--- src/rtl/bin_counter_sequencer_pkg.sv ---
`default_nettype none
// ============================================================================
//  Module   : bin_counter_sequencer_pkg
//  Brief    : State encoding shared by the binary counter sequencer.
//  Revision : 1.0
// ============================================================================
package bin_counter_sequencer_pkg;

    localparam int unsigned c_STATE_W = 3;

    localparam logic [c_STATE_W-1:0] c_ST_IDLE = 3'd0;
    localparam logic [c_STATE_W-1:0] c_ST_LOAD = 3'd1;
    localparam logic [c_STATE_W-1:0] c_ST_UP   = 3'd2;
    localparam logic [c_STATE_W-1:0] c_ST_DOWN = 3'd3;
    localparam logic [c_STATE_W-1:0] c_ST_DONE = 3'd4;

endpackage : bin_counter_sequencer_pkg
`default_nettype wire

--- src/rtl/bin_counter_sequencer_prescale_tick.sv ---
`default_nettype none
// ============================================================================
//  Module   : prescale_tick
//  Brief    : Mod-DVSR counter with sync clear and enable; step marks the
//             last count of each period.
//  Revision : 1.0
// ============================================================================
module prescale_tick #(
    parameter int unsigned DVSR   = 50000,
    parameter int unsigned DVSR_W = 16
) (
    input  logic clk,
    input  logic reset,
    input  logic clr,
    input  logic en,
    output logic step
);

    localparam logic [DVSR_W-1:0] c_LAST = DVSR_W'(DVSR - 1);

    logic [DVSR_W-1:0] r_count;
    logic              w_at_last;

    assign w_at_last = (r_count == c_LAST);
    assign step      = en & w_at_last;

    always_ff @(posedge clk) begin
        if (reset || clr) begin
            r_count <= '0;
        end else if (en) begin
            r_count <= w_at_last ? '0 : r_count + DVSR_W'(1);
        end
    end

endmodule : prescale_tick
`default_nettype wire

--- src/rtl/bin_counter_sequencer.sv ---
`default_nettype none
// ============================================================================
//  Module   : bin_counter_sequencer
//  Brief    : Command-driven sequencer for a universal binary counter with
//             prescaled stepping, single-sweep / ping-pong modes.
//  Revision : 1.0
// ============================================================================
module bin_counter_sequencer
    import bin_counter_sequencer_pkg::*;
#(
    parameter int unsigned N      = 8,
    parameter int unsigned DVSR   = 50000,
    parameter int unsigned DVSR_W = 16
) (
    input  logic         clk,
    input  logic         reset,
    input  logic         start,
    input  logic         stop,
    input  logic         clr_req,
    input  logic         load_req,
    input  logic         dir,
    input  logic         mode,
    input  logic [N-1:0] d_in,
    input  logic         max_tick,
    input  logic         min_tick,
    output logic         syn_clr,
    output logic         load,
    output logic [N-1:0] d,
    output logic         en,
    output logic         up,
    output logic         busy,
    output logic         done_tick
);

    logic [c_STATE_W-1:0] r_state;
    logic [c_STATE_W-1:0] w_state_nxt;
    logic [N-1:0]         r_d;
    logic                 r_up;
    logic                 r_mode;
    logic                 w_active;
    logic                 w_step;
    logic                 w_bound;

    assign w_active = (r_state == c_ST_UP) || (r_state == c_ST_DOWN);
    assign w_bound  = w_step & ((r_state == c_ST_UP) ? max_tick : min_tick);

    // The prescaler wraps to 0 on the step cycle, so a reversal restarts the
    // period without an explicit clear.
    prescale_tick #(
        .DVSR   (DVSR),
        .DVSR_W (DVSR_W)
    ) u_prescale (
        .clk   (clk),
        .reset (reset),
        .clr   (~w_active),
        .en    (w_active),
        .step  (w_step)
    );

    always_ff @(posedge clk) begin
        if (reset) begin
            r_state <= c_ST_IDLE;
            r_d     <= '0;
            r_up    <= 1'b1;
            r_mode  <= 1'b0;
        end else begin
            r_state <= w_state_nxt;
            if (r_state == c_ST_IDLE && !clr_req) begin
                if (load_req) begin
                    r_d <= d_in;
                end else if (start) begin
                    r_mode <= mode;
                    r_up   <= dir;
                end
            end
            if (w_active && !stop && w_bound && r_mode) begin
                r_up <= ~r_up;
            end
        end
    end

    always_comb begin
        w_state_nxt = r_state;
        syn_clr     = 1'b0;
        load        = 1'b0;
        en          = 1'b0;
        busy        = 1'b0;
        done_tick   = 1'b0;
        case (r_state)
            c_ST_IDLE: begin
                if (clr_req) begin
                    syn_clr = 1'b1;
                end else if (load_req) begin
                    w_state_nxt = c_ST_LOAD;
                end else if (start) begin
                    w_state_nxt = dir ? c_ST_UP : c_ST_DOWN;
                end
            end
            c_ST_LOAD: begin
                load        = 1'b1;
                w_state_nxt = c_ST_IDLE;
            end
            c_ST_UP, c_ST_DOWN: begin
                busy = 1'b1;
                if (stop) begin
                    w_state_nxt = c_ST_IDLE;
                end else if (w_bound) begin
                    if (r_mode) begin
                        w_state_nxt = (r_state == c_ST_UP) ? c_ST_DOWN : c_ST_UP;
                    end else begin
                        w_state_nxt = c_ST_DONE;
                    end
                end else begin
                    en = w_step;
                end
            end
            c_ST_DONE: begin
                done_tick   = 1'b1;
                w_state_nxt = c_ST_IDLE;
            end
            default: begin
                w_state_nxt = c_ST_IDLE;
            end
        endcase
    end

    assign d  = r_d;
    assign up = r_up;

endmodule : bin_counter_sequencer
`default_nettype wire

--- config.mk ---
export PLATFORM = sky130hd
export DESIGN_NAME = bin_counter_sequencer
export DESIGN_NICKNAME = d
export VERILOG_FILES = /design/src/rtl/bin_counter_sequencer_pkg.sv /design/src/rtl/bin_counter_sequencer_prescale_tick.sv /design/src/rtl/bin_counter_sequencer.sv
export SDC_FILE = /design/constraint.sdc
export NUM_CORES = 1
export LEC_CHECK = 0
export BUFFER_PORTS_ARGS = -buffer_cell sky130_fd_sc_hd__buf_2
export CELL_PAD_IN_SITES_DETAIL_PLACEMENT = 0
export CELL_PAD_IN_SITES_GLOBAL_PLACEMENT = 1
export CORE_ASPECT_RATIO = 0.5
export CORE_MARGIN = 10
export CORE_UTILIZATION = 35
export DETAILED_ROUTE_END_ITERATION = 16
export PLACE_DENSITY_LB_ADDON = 0.05
export SYNTH_ARGS = -nofsm -noshare
export SYNTH_HDL_FRONTEND = slang
export SYNTH_SLANG_ARGS = --single-unit
--- constraint.sdc ---
create_clock -name clk -period 1.7 [get_ports clk]
set_clock_uncertainty 0.1 [all_clocks]
set_input_delay 0.085 -clock clk [delete_from_list [all_inputs] [get_ports clk]]
set_output_delay 0.085 -clock clk [all_outputs]
set_load 0.05 [all_outputs]
Yosys cells after proc, flatten, opt, wreduce, memory -nomap -nowiden
Cells that the tools add are included.

operators by class
  bitwise operators = 5
  $lt $le $gt $ge = 0
  mux-type cells = 23
  add/subtract/negate cells = 1
  multipliers = 0
  divide/modulo/power cells = 0
  reduce and logical (&&, ||, !) cells = 16
  eq/ne operators = 9
  shift operators = 0

operator list
  operator                 count
  $mux W3                  6
  $add A16 B1 Y16 const B  1
  $eq A16 B16 Y1 const B   1
  $mux W16                 1
  $mux W1                  15
  $reduce_and A3 Y1        3
  $eq A3 B2 Y1 const B     2
  $ne A3 B3 Y1 const B     2
  $pmux W3 S2              1
  $logic_and A1 B1 Y1      4
  $reduce_bool A2 Y1       2
  $eq A3 B1 Y1 const B     1
  $eq A3 B3 Y1 const B     1
  $logic_not A3 Y1         1
  $not A1 Y1               3
  $and A1 B1 Y1            2
  $logic_not A1 Y1         2
  $logic_or A1 B1 Y1       2
  $ne A2 B1 Y1 const B     1
  $ne A2 B2 Y1 const B     1
  $reduce_and A2 Y1        1
  $reduce_or A2 Y1         1

word-level totals
  latch bits = 0
  ROM bits = 0
  word-level logic and storage cells = 59
  bits in writable memories = 0
  bits of input ports = 18
  register bits = 29
  output and inout bits = 14
  memories kept = 0

Longest topological paths before layout
Gate-level depths: netlist of the first run.

  depth after elaboration = 8
  mapped depth = 6
  gate-level depth less buffers = 5

By module
From an unflattened synthesis of the first run, not the netlist that was laid out.

unflattened totals
  cell total of the unflattened synthesis = 150
  area total of the unflattened synthesis = 1373.8 µm²

by module, submodules not included
  module                 times used  area an instance (µm²)  seq. area each (µm²)  cells an instance
  prescale_tick          1           739.5                   320.3                 83
  bin_counter_sequencer  1           634.4                   260.2                 67

Least setup slack after synthesis of the first run
Ideal clock, no wire load.

  path type = reg-to-output
  start point = register r_state[0]
  end point = output load
  arrival time = 1.708 ns
  slack = -0.193 ns
  cell stages (with the launch flop) = 3
  data required time = 1.515 ns
  cells stage by stage = dfxtp_1 clkbuf_1 nor3b_1

between the ends
  cells in the longest elaborated chain, start to end = 2

RTL lines
  item                      RTL line                     RTL
  start: declaration        bin_counter_sequencer.sv:35  logic [c_STATE_W-1:0] r_state;
  start signal: assignment  bin_counter_sequencer.sv:62  r_state <= c_ST_IDLE;
  start signal: assignment  bin_counter_sequencer.sv:67  r_state <= w_state_nxt;
  $eq A3 B1 Y1              bin_counter_sequencer.sv:89  case (r_state)
  $mux W1                   bin_counter_sequencer.sv:89
  end: declaration          bin_counter_sequencer.sv:27  output logic load,

No other way between the ends.

Worst setup path in the final report of the first run
  start point = register u_prescale.r_count[9]
  end point = output en

between the ends
  cells in the longest elaborated chain, start to end = 6

RTL lines
  item                      RTL line                                   RTL
  start: declaration        bin_counter_sequencer_prescale_tick.sv:21  logic [DVSR_W-1:0] r_count;
  start signal: assignment  bin_counter_sequencer_prescale_tick.sv:31  r_count <= w_at_last ? '0 : r_count + DVSR_W'(1);
  $eq A16 B16 Y1 *          bin_counter_sequencer_prescale_tick.sv:24  assign w_at_last = (r_count == c_LAST);
  $and A1 B1 Y1 *           bin_counter_sequencer_prescale_tick.sv:25  assign step = en & w_at_last;
  $and A1 B1 Y1             bin_counter_sequencer.sv:45                assign w_bound = w_step & ((r_state == c_ST_UP) ? max_tick : min_tick);
  $mux W1 *                 bin_counter_sequencer.sv:107               end else if (w_bound) begin
  $mux W1 *                 bin_counter_sequencer.sv:105               if (stop) begin
  $mux W1 *                 bin_counter_sequencer.sv:89
  end: declaration          bin_counter_sequencer.sv:29                output logic en,

Mark *: on every way between the ends. The rest lies on a longest branch, timed or not.

==> metrics, run 1 <==
fraction of the yosys area taken by sequential cells 42.2%; post-synthesis cell type with the largest combined area sky130_fd_sc_hd__dfxtp_1; post-route clock period utilization 100%; type of the worst setup path register to primary output; total DRC errors in the routed layout 0; hold violation total from the final report 0; starting DRC count in detailed routing 63; I/O pin total 32; number of nets still failing antenna checks after routing 0; total CTS buffers 5; Worst Setup Slack, final -0.00703 ns; total congestion overflow after global routing 0; total number of clock tree sinks 29; Tot GR Track Use 10.8%; Slew headroom 72.9%; combined area of all synthesized cells 1380 µm²; first-pass iteration count of the detailed router 4; standard-cell row count 15; final sum of negative setup slack -0.00703 ns; number of antenna diodes 0; y dimension of the die 64.3 µm; initial core utilization 38.2%; portion of synthesized cell area occupied by the leading cell type 42.2%; Max VDD drop 0.489 mV; clock latency on the worst-skew pair 0.28 ns; HPWL after detailed placement 2670 µm; largest net degree at the start of global routing 17; number of synthesized flops with an enable pin 0; mean routed wirelength per cell 13.8 µm; time the final worst path needs with I/O delays and setup 1.71 ns; DIE WIDTH 109 µm; full die area 6990 µm²; IO Port Bufs 31; TritonCTS clock tree yes; number of global-route vias before repair 1299; distinct cell type count after synthesis 39; fill cell count 327; unrepaired setup endpoints after global routing true; total of max-cap violations 0; achievable frequency 586 MHz; status finished, violations left; transition at the pin with the smallest max-transition slack 0.400 ns; Worst setup EP type primary output; Syn-to-layout area delta 53.1%; cell at the root of the clock tree sky130_fd_sc_hd__clkbuf_8; Final Routed Wirelength 3780 µm; Avg Synthesized Cell Area 9.05 µm²; data arrival time at the worst-slack endpoint 1.52 ns; register clock-pin slew on the reported worst setup and hold paths 0.06 ns; async set-reset flop share out of synthesis 0%; initial antenna violation count 0; Final setup violation count 1; worst hold slack across all endpoints 0.0425 ns; share of cells above drive strength 1 42.9%; number of nets in the finished design 243; count of mapped cells out of synthesis 152; area of the core region 3600 µm²; standard cell with the maximum stage delay on the critical path sky130_fd_sc_hd__dfxtp_4; total number of vias 1346; most common cell after layout, fill and taps aside sky130_fd_sc_hd__buf_2; total number of H-tree levels 2; CP startpoint kind register; wire length of the first global-routing pass 6060 µm; most common flop cell mapped by yosys sky130_fd_sc_hd__dfxtp_1; violations in the final reports negative setup slack; post-detailed-route via-to-cell ratio 4.89; Critical Path Fanout Max 3; Final Slew Violations 0; type of the most critical hold path input pin to register; Worst path max stage delay 0.36 ns; leading cell types in the layout, fill and taps excluded sky130_fd_sc_hd__buf_2 (30), sky130_fd_sc_hd__buf_4 (28), sky130_fd_sc_hd__nor2_1 (27), sky130_fd_sc_hd__dfxtp_1 (18), sky130_fd_sc_hd__mux2i_1 (11); Placement Cell Area 1790 µm²; synthesized flop and latch total 29; critical path cell sequence nor4bb_4, and4_4, and3_4, buf_8; Required @ worst endpoint 1.51 ns; cells taking the most area after synthesis sky130_fd_sc_hd__dfxtp_1 (42%), sky130_fd_sc_hd__mux2i_1 (8.0%), sky130_fd_sc_hd__nor2_1 (7.4%); total nets after synthesis 171; maximum count of clock buffers along a single path 2; Final Wtd Congestion 0.836; power density normalized to cell area 710 nW/µm²; final std cell area, no fill 2110 µm²; Leakage 0.883 nW; Ys Warns 0
[final timing paths]
path                            slack (ns)                                 from                             endpoint  cells past startpoint
worst max-delay path                -0.007   u_prescale.r_count[9]$_SDFFE_PP0P_                                   en                      4
worst min-delay path                  0.04                                reset                  r_mode$_SDFFE_PP0P_                      2
worst max register to register        0.04  u_prescale.r_count[12]$_SDFFE_PP0P_  u_prescale.r_count[15]$_SDFFE_PP0P_                      5
worst min register to register        0.39                    d[3]$_SDFFE_PP0P_                    d[3]$_SDFFE_PP0P_                      2
[worst max-delay path: cells and delay by family, from the launching register on]
family,cells,cell delay (ns)
and+or+nand+nor,3,0.74
DFF,1,0.36
buffers and inverters,1,0.14
[cell families after synthesis]
group | after synthesis | share of synthesized area (%)
simple gates | 73 | 30.2
flops | 29 | 42.2
compound gates | 15 | 7.82
xor+xnor | 12 | 7.64
buf+inv | 11 | 3.27
mux | 11 | 8.00
fa+ha+maj | 1 | 0.909
[area by class of cell]
type | instances | area [µm²] | share of cell area (%)
Clock buffer | 7 | 86.3 | 4.10
Inverter | 6 | 22.5 | 1.07
Tap cell | 51 | 63.8 | 3.03
Timing Repair Buffer | 70 | 497 | 23.6
Multi-Input combinational cell | 112 | 838 | 39.8
Sequential cell | 29 | 599 | 28.4
[timing repair]
| item | 4_1_cts | 5_1_grt |
|---|---|---|
| setup endpoints to repair | 1 | 7 |
| buffers inserted | 3 | 2 |
| endpoints found under the hold margin | 9 | 0 |
| hold buffers | 9 | 0 |
| pin swaps | 3 | 4 |
| resized for setup | 20 | 11 |
[layer usage]
metal	up-vias	GRT usage, %	part of all wire [%]
met4	0	3.92	1.1
li1	690	-	-
met2	32	15.3	41
met1	617	13.6	49
met5	-	0	0
met3	7	5.60	9.4
[where the power goes]
group          leakage [nW]  internal, W  switching (W)
clock network        0.0443     0.000320       0.000254
registers             0.241     0.000693      0.0000112
logic                 0.597    0.0000877       0.000131
total                 0.883      0.00110       0.000396
[cells in the mapped netlist, types with 4 or more instances]
master                    number
sky130_fd_sc_hd__nand4_1       5
sky130_fd_sc_hd__a21oi_1       4
sky130_fd_sc_hd__dfxtp_1      29
sky130_fd_sc_hd__xnor2_1       8
sky130_fd_sc_hd__xor2_1        4
sky130_fd_sc_hd__nor3_1        4
sky130_fd_sc_hd__nor2_1       27
sky130_fd_sc_hd__inv_1         6
sky130_fd_sc_hd__mux2i_1      11
sky130_fd_sc_hd__nand2_1       7
[flip-flops by register name, summed over array words and instances (netlist names)]
| name | flops |
|---|---|
| r_state | 3 |
| d | 8 |
| r_mode | 1 |
| u_prescale.r_count | 16 |
| up | 1 |
[metrics by stage]
stage	util [%]	setup WS (ns)	total power (W)	std cells
floorplan	-	0.0111	0.000850	152
global placement	49.6	0.0192	0.000919	254
detailed placement	49.6	0.00560	0.000919	254
CTS	57.2	-0.00354	0.00150	273
global route	58.5	-0.0628	0.00157	275
finish	58.5	-0.00703	0.00150	275
No activity file was read; power rests on OpenSTA's default activity.
==> inputs of run 2 (changes only) <==
- ABC_AREA: not set -> 1
- CAP_MARGIN: not set -> 20
==> run 2 against run 1 <==
  * The run now ends clean
  * Clock power is 12% higher
  * Highest routed layer unchanged
  * Power is 23% higher
  * Synthesized cell count is 40% higher
  * Utilization is 8.9 points lower
  * Sequential cell count stayed put
  * Sequential share of layout area is 1.6 points lower
  * Critical path type unchanged
  * Final cell count is 19% higher
  * Die area is 13% higher
  * Register-to-register slack better by 0.11 ns
  * Routed wire length is 2.4% higher
  * Critical path depth is 4 higher
==> metrics, run 2 <==
post-detailed-route via-to-cell ratio 4.41; fill cell count 444; post-synthesis cell type with the largest combined area sky130_fd_sc_hd__dfxtp_1; hold violation total from the final report 0; starting DRC count in detailed routing 31; achievable frequency 619 MHz; cell at the root of the clock tree sky130_fd_sc_hd__clkbuf_8; total congestion overflow after global routing 0; maximum count of clock buffers along a single path 2; Worst setup EP type primary output; transition at the pin with the smallest max-transition slack 0.374 ns; number of nets in the finished design 289; portion of synthesized cell area occupied by the leading cell type 35.9%; total of max-cap violations 0; Syn-to-layout area delta 35.8%; register clock-pin slew on the reported worst setup and hold paths 0.07 ns; fraction of the yosys area taken by sequential cells 35.9%; Final Routed Wirelength 3870 µm; type of the most critical hold path input pin to register; total DRC errors in the routed layout 0; Final Wtd Congestion 0.758; most numerous cell types in the synthesized netlist sky130_fd_sc_hd__nor2_1 (40), sky130_fd_sc_hd__inv_1 (30), sky130_fd_sc_hd__dfxtp_1 (29); number of antenna diodes 0; time the final worst path needs with I/O delays and setup 1.61 ns; total nets after synthesis 232; number of nets still failing antenna checks after routing 0; r2r startpoint u_prescale.r_count[0]$_SDFFE_PP0P_; Tot GR Track Use 11.2%; endpoint of the worst setup timing path en; share of cells above drive strength 1 40.2%; Required @ worst endpoint 1.51 ns; first-pass iteration count of the detailed router 4; synthesized flop and latch total 29; flip-flop count of the largest register, all copies and words added 16; area of the core region 4420 µm²; async set-reset flop share out of synthesis 0%; Max VDD drop 0.522 mV; count of mapped cells out of synthesis 213; HPWL after detailed placement 2940 µm; CP startpoint kind register; type of the worst setup path register to primary output; number of global-route vias before repair 1494; distinct cell type count after synthesis 32; Largest Register u_prescale.r_count; reg-to-reg critical path endpoint r_state[0]$_SDFFE_PP0P_; crit path from u_prescale.r_count[0]$_SDFFE_PP0P_; DIE WIDTH 116 µm; standard-cell row count 17; leading cell types in the layout, fill and taps excluded sky130_fd_sc_hd__nor2_1 (39), sky130_fd_sc_hd__buf_2 (30), sky130_fd_sc_hd__inv_1 (28), sky130_fd_sc_hd__nand2_1 (24), sky130_fd_sc_hd__dfxtp_1 (24); worst setup slack after placement 0.0907 ns; IO Port Bufs 31; status finished clean; total number of clock tree sinks 29; Critical Path Fanout Max 2; Leakage 1.03 nW; initial core utilization 36.5%; data arrival time at the worst-slack endpoint 1.43 ns; critical path cell sequence ha_4, nand2_4, inv_2, nand2_2, nor2_4, nand2_4, nor3_4, buf_6; total CTS buffers 5; final std cell area, no fill 2190 µm²; clock latency on the worst-skew pair 0.29 ns; full die area 7900 µm²; cells taking the most area after synthesis sky130_fd_sc_hd__dfxtp_1 (36%), sky130_fd_sc_hd__nor2_1 (9.3%), sky130_fd_sc_hd__inv_1 (7.0%); Placement Cell Area 1900 µm²; total number of H-tree levels 2; Cell Count, Final, Fillers Out 328; wire length of the first global-routing pass 6890 µm; y dimension of the die 68.0 µm; Ys Warns 0; unrepaired setup endpoints after global routing true; Worst Setup Slack, final 0.0855 ns; Avg Synthesized Cell Area 7.58 µm²; initial antenna violation count 0; post-route clock period utilization 95.0%; most common cell after layout, fill and taps aside sky130_fd_sc_hd__nor2_1; number of synthesized flops with an enable pin 0; standard cell with the maximum stage delay on the critical path sky130_fd_sc_hd__dfxtp_2; power density normalized to cell area 839 nW/µm²; TritonCTS clock tree yes; mean routed wirelength per cell 11.8 µm; Slew headroom 75.0%; total placed cells including tap cells 306; cell with the most instances after synthesis sky130_fd_sc_hd__nor2_1; logic depth of the worst register-to-register path 12; Worst path max stage delay 0.36 ns; slack of the worst reg-to-reg path 0.15 ns; combined area of all synthesized cells 1620 µm²; most common flop cell mapped by yosys sky130_fd_sc_hd__dfxtp_1; I/O pin total 32; total number of vias 1446; Final setup violation count 0; largest net degree at the start of global routing 14; Final Slew Violations 0; library cell appearing most often on the critical path sky130_fd_sc_hd__nand2_4
[run 2: cell count changes after synthesis, moves of 4 or more]
cell and change:
sky130_fd_sc_hd__inv_1 +24, sky130_fd_sc_hd__nand2_1 +20, sky130_fd_sc_hd__nor2_1 +13, sky130_fd_sc_hd__mux2i_1 -11
sky130_fd_sc_hd__nand3_1 +8, sky130_fd_sc_hd__o21ai_0 +8, sky130_fd_sc_hd__a21oi_2 +7, sky130_fd_sc_hd__o21ai_2 +7
sky130_fd_sc_hd__xnor2_1 -7, sky130_fd_sc_hd__nor2_2 +6, sky130_fd_sc_hd__inv_2 +5, sky130_fd_sc_hd__nand2_2 +4
[run 2: what timing repair did]
action,in CTS,in global routing
endpoints found under the setup margin,1,5
pin swaps,2,0
setup buffers,5,0
hold buffers,9,0
resized for setup,8,14
hold endpoints to repair,9,0
[run 2: logic make-up (layout without fill, tap and decap cells)]
kind of cell,count (synthesis),count (layout),synth area share [%]
simple gates,113,113,39.8
flops,29,29,35.9
fa+ha+maj,1,1,0.774
compound gates,30,30,12.6
buf+inv,38,96,9.76
xor+xnor,2,2,1.08
[run 2: area by class of cell]
class / count / area (µm²) / area share (%)
Clock buffer: 7 / 96.3 / 4.39
Clock inverter: 1 / 5.00 / 0.228
Inverter: 37 / 156 / 7.13
Multi-Input combinational cell: 146 / 941 / 42.9
Sequential cell: 29 / 589 / 26.9
Tap cell: 57 / 71.3 / 3.25
Timing Repair Buffer: 51 / 334 / 15.2
[run 2: per-layer routing]
layer  up-vias  GRT usage (%)  share of wire (%)
met3         7           5.50                7.5
met4         0           5.11                1.8
met2        28           17.5                 43
met1       622           12.8                 47
met5         -              0                  0
li1        789              -                  -
[run 2: worst min-delay path by stage]
stage,depth (start not counted),slack (ns),start,endpoint
2_1_floorplan,2,0.13,mode,r_mode$_SDFFE_PP0P_
3_3_place_gp,3,0.22,mode,r_mode$_SDFFE_PP0P_
3_5_place_dp,3,0.22,mode,r_mode$_SDFFE_PP0P_
4_1_cts,5,0.03,dir,up$_SDFFE_PP1P_
5_1_grt,5,0.07,dir,up$_SDFFE_PP1P_
6_report,5,0.03,dir,up$_SDFFE_PP1P_
[run 2: critical path, delay by kind of cell, from the launching register on]
kind / cells / cell delay, ns
flops: 1 / 0.36
fa+ha+maj: 1 / 0.15
buf+inv: 2 / 0.25
simple gates: 5 / 0.39
[run 2: report_power, final]
group          internal (W)  switching (W)  leakage (nW)
clock              0.000365       0.000277        0.0542
sequential         0.000717      0.0000265         0.238
combinational      0.000139       0.000316         0.739
total               0.00122       0.000620          1.03
[run 2: through the flow]
stage	power [W]	TNS [ns]	hold slack [ns]	util (%)
6_report	0.00184	0	0.0341	49.6
5_1_grt	0.00195	-0.0230	0.0746	49.6
4_1_cts	0.00187	0	0.0289	48.6
3_5_place_dp	0.00119	0	0.223	42.9
3_3_place_gp	0.00118	0	0.220	42.9
2_1_floorplan	0.00108	0	0.126	-
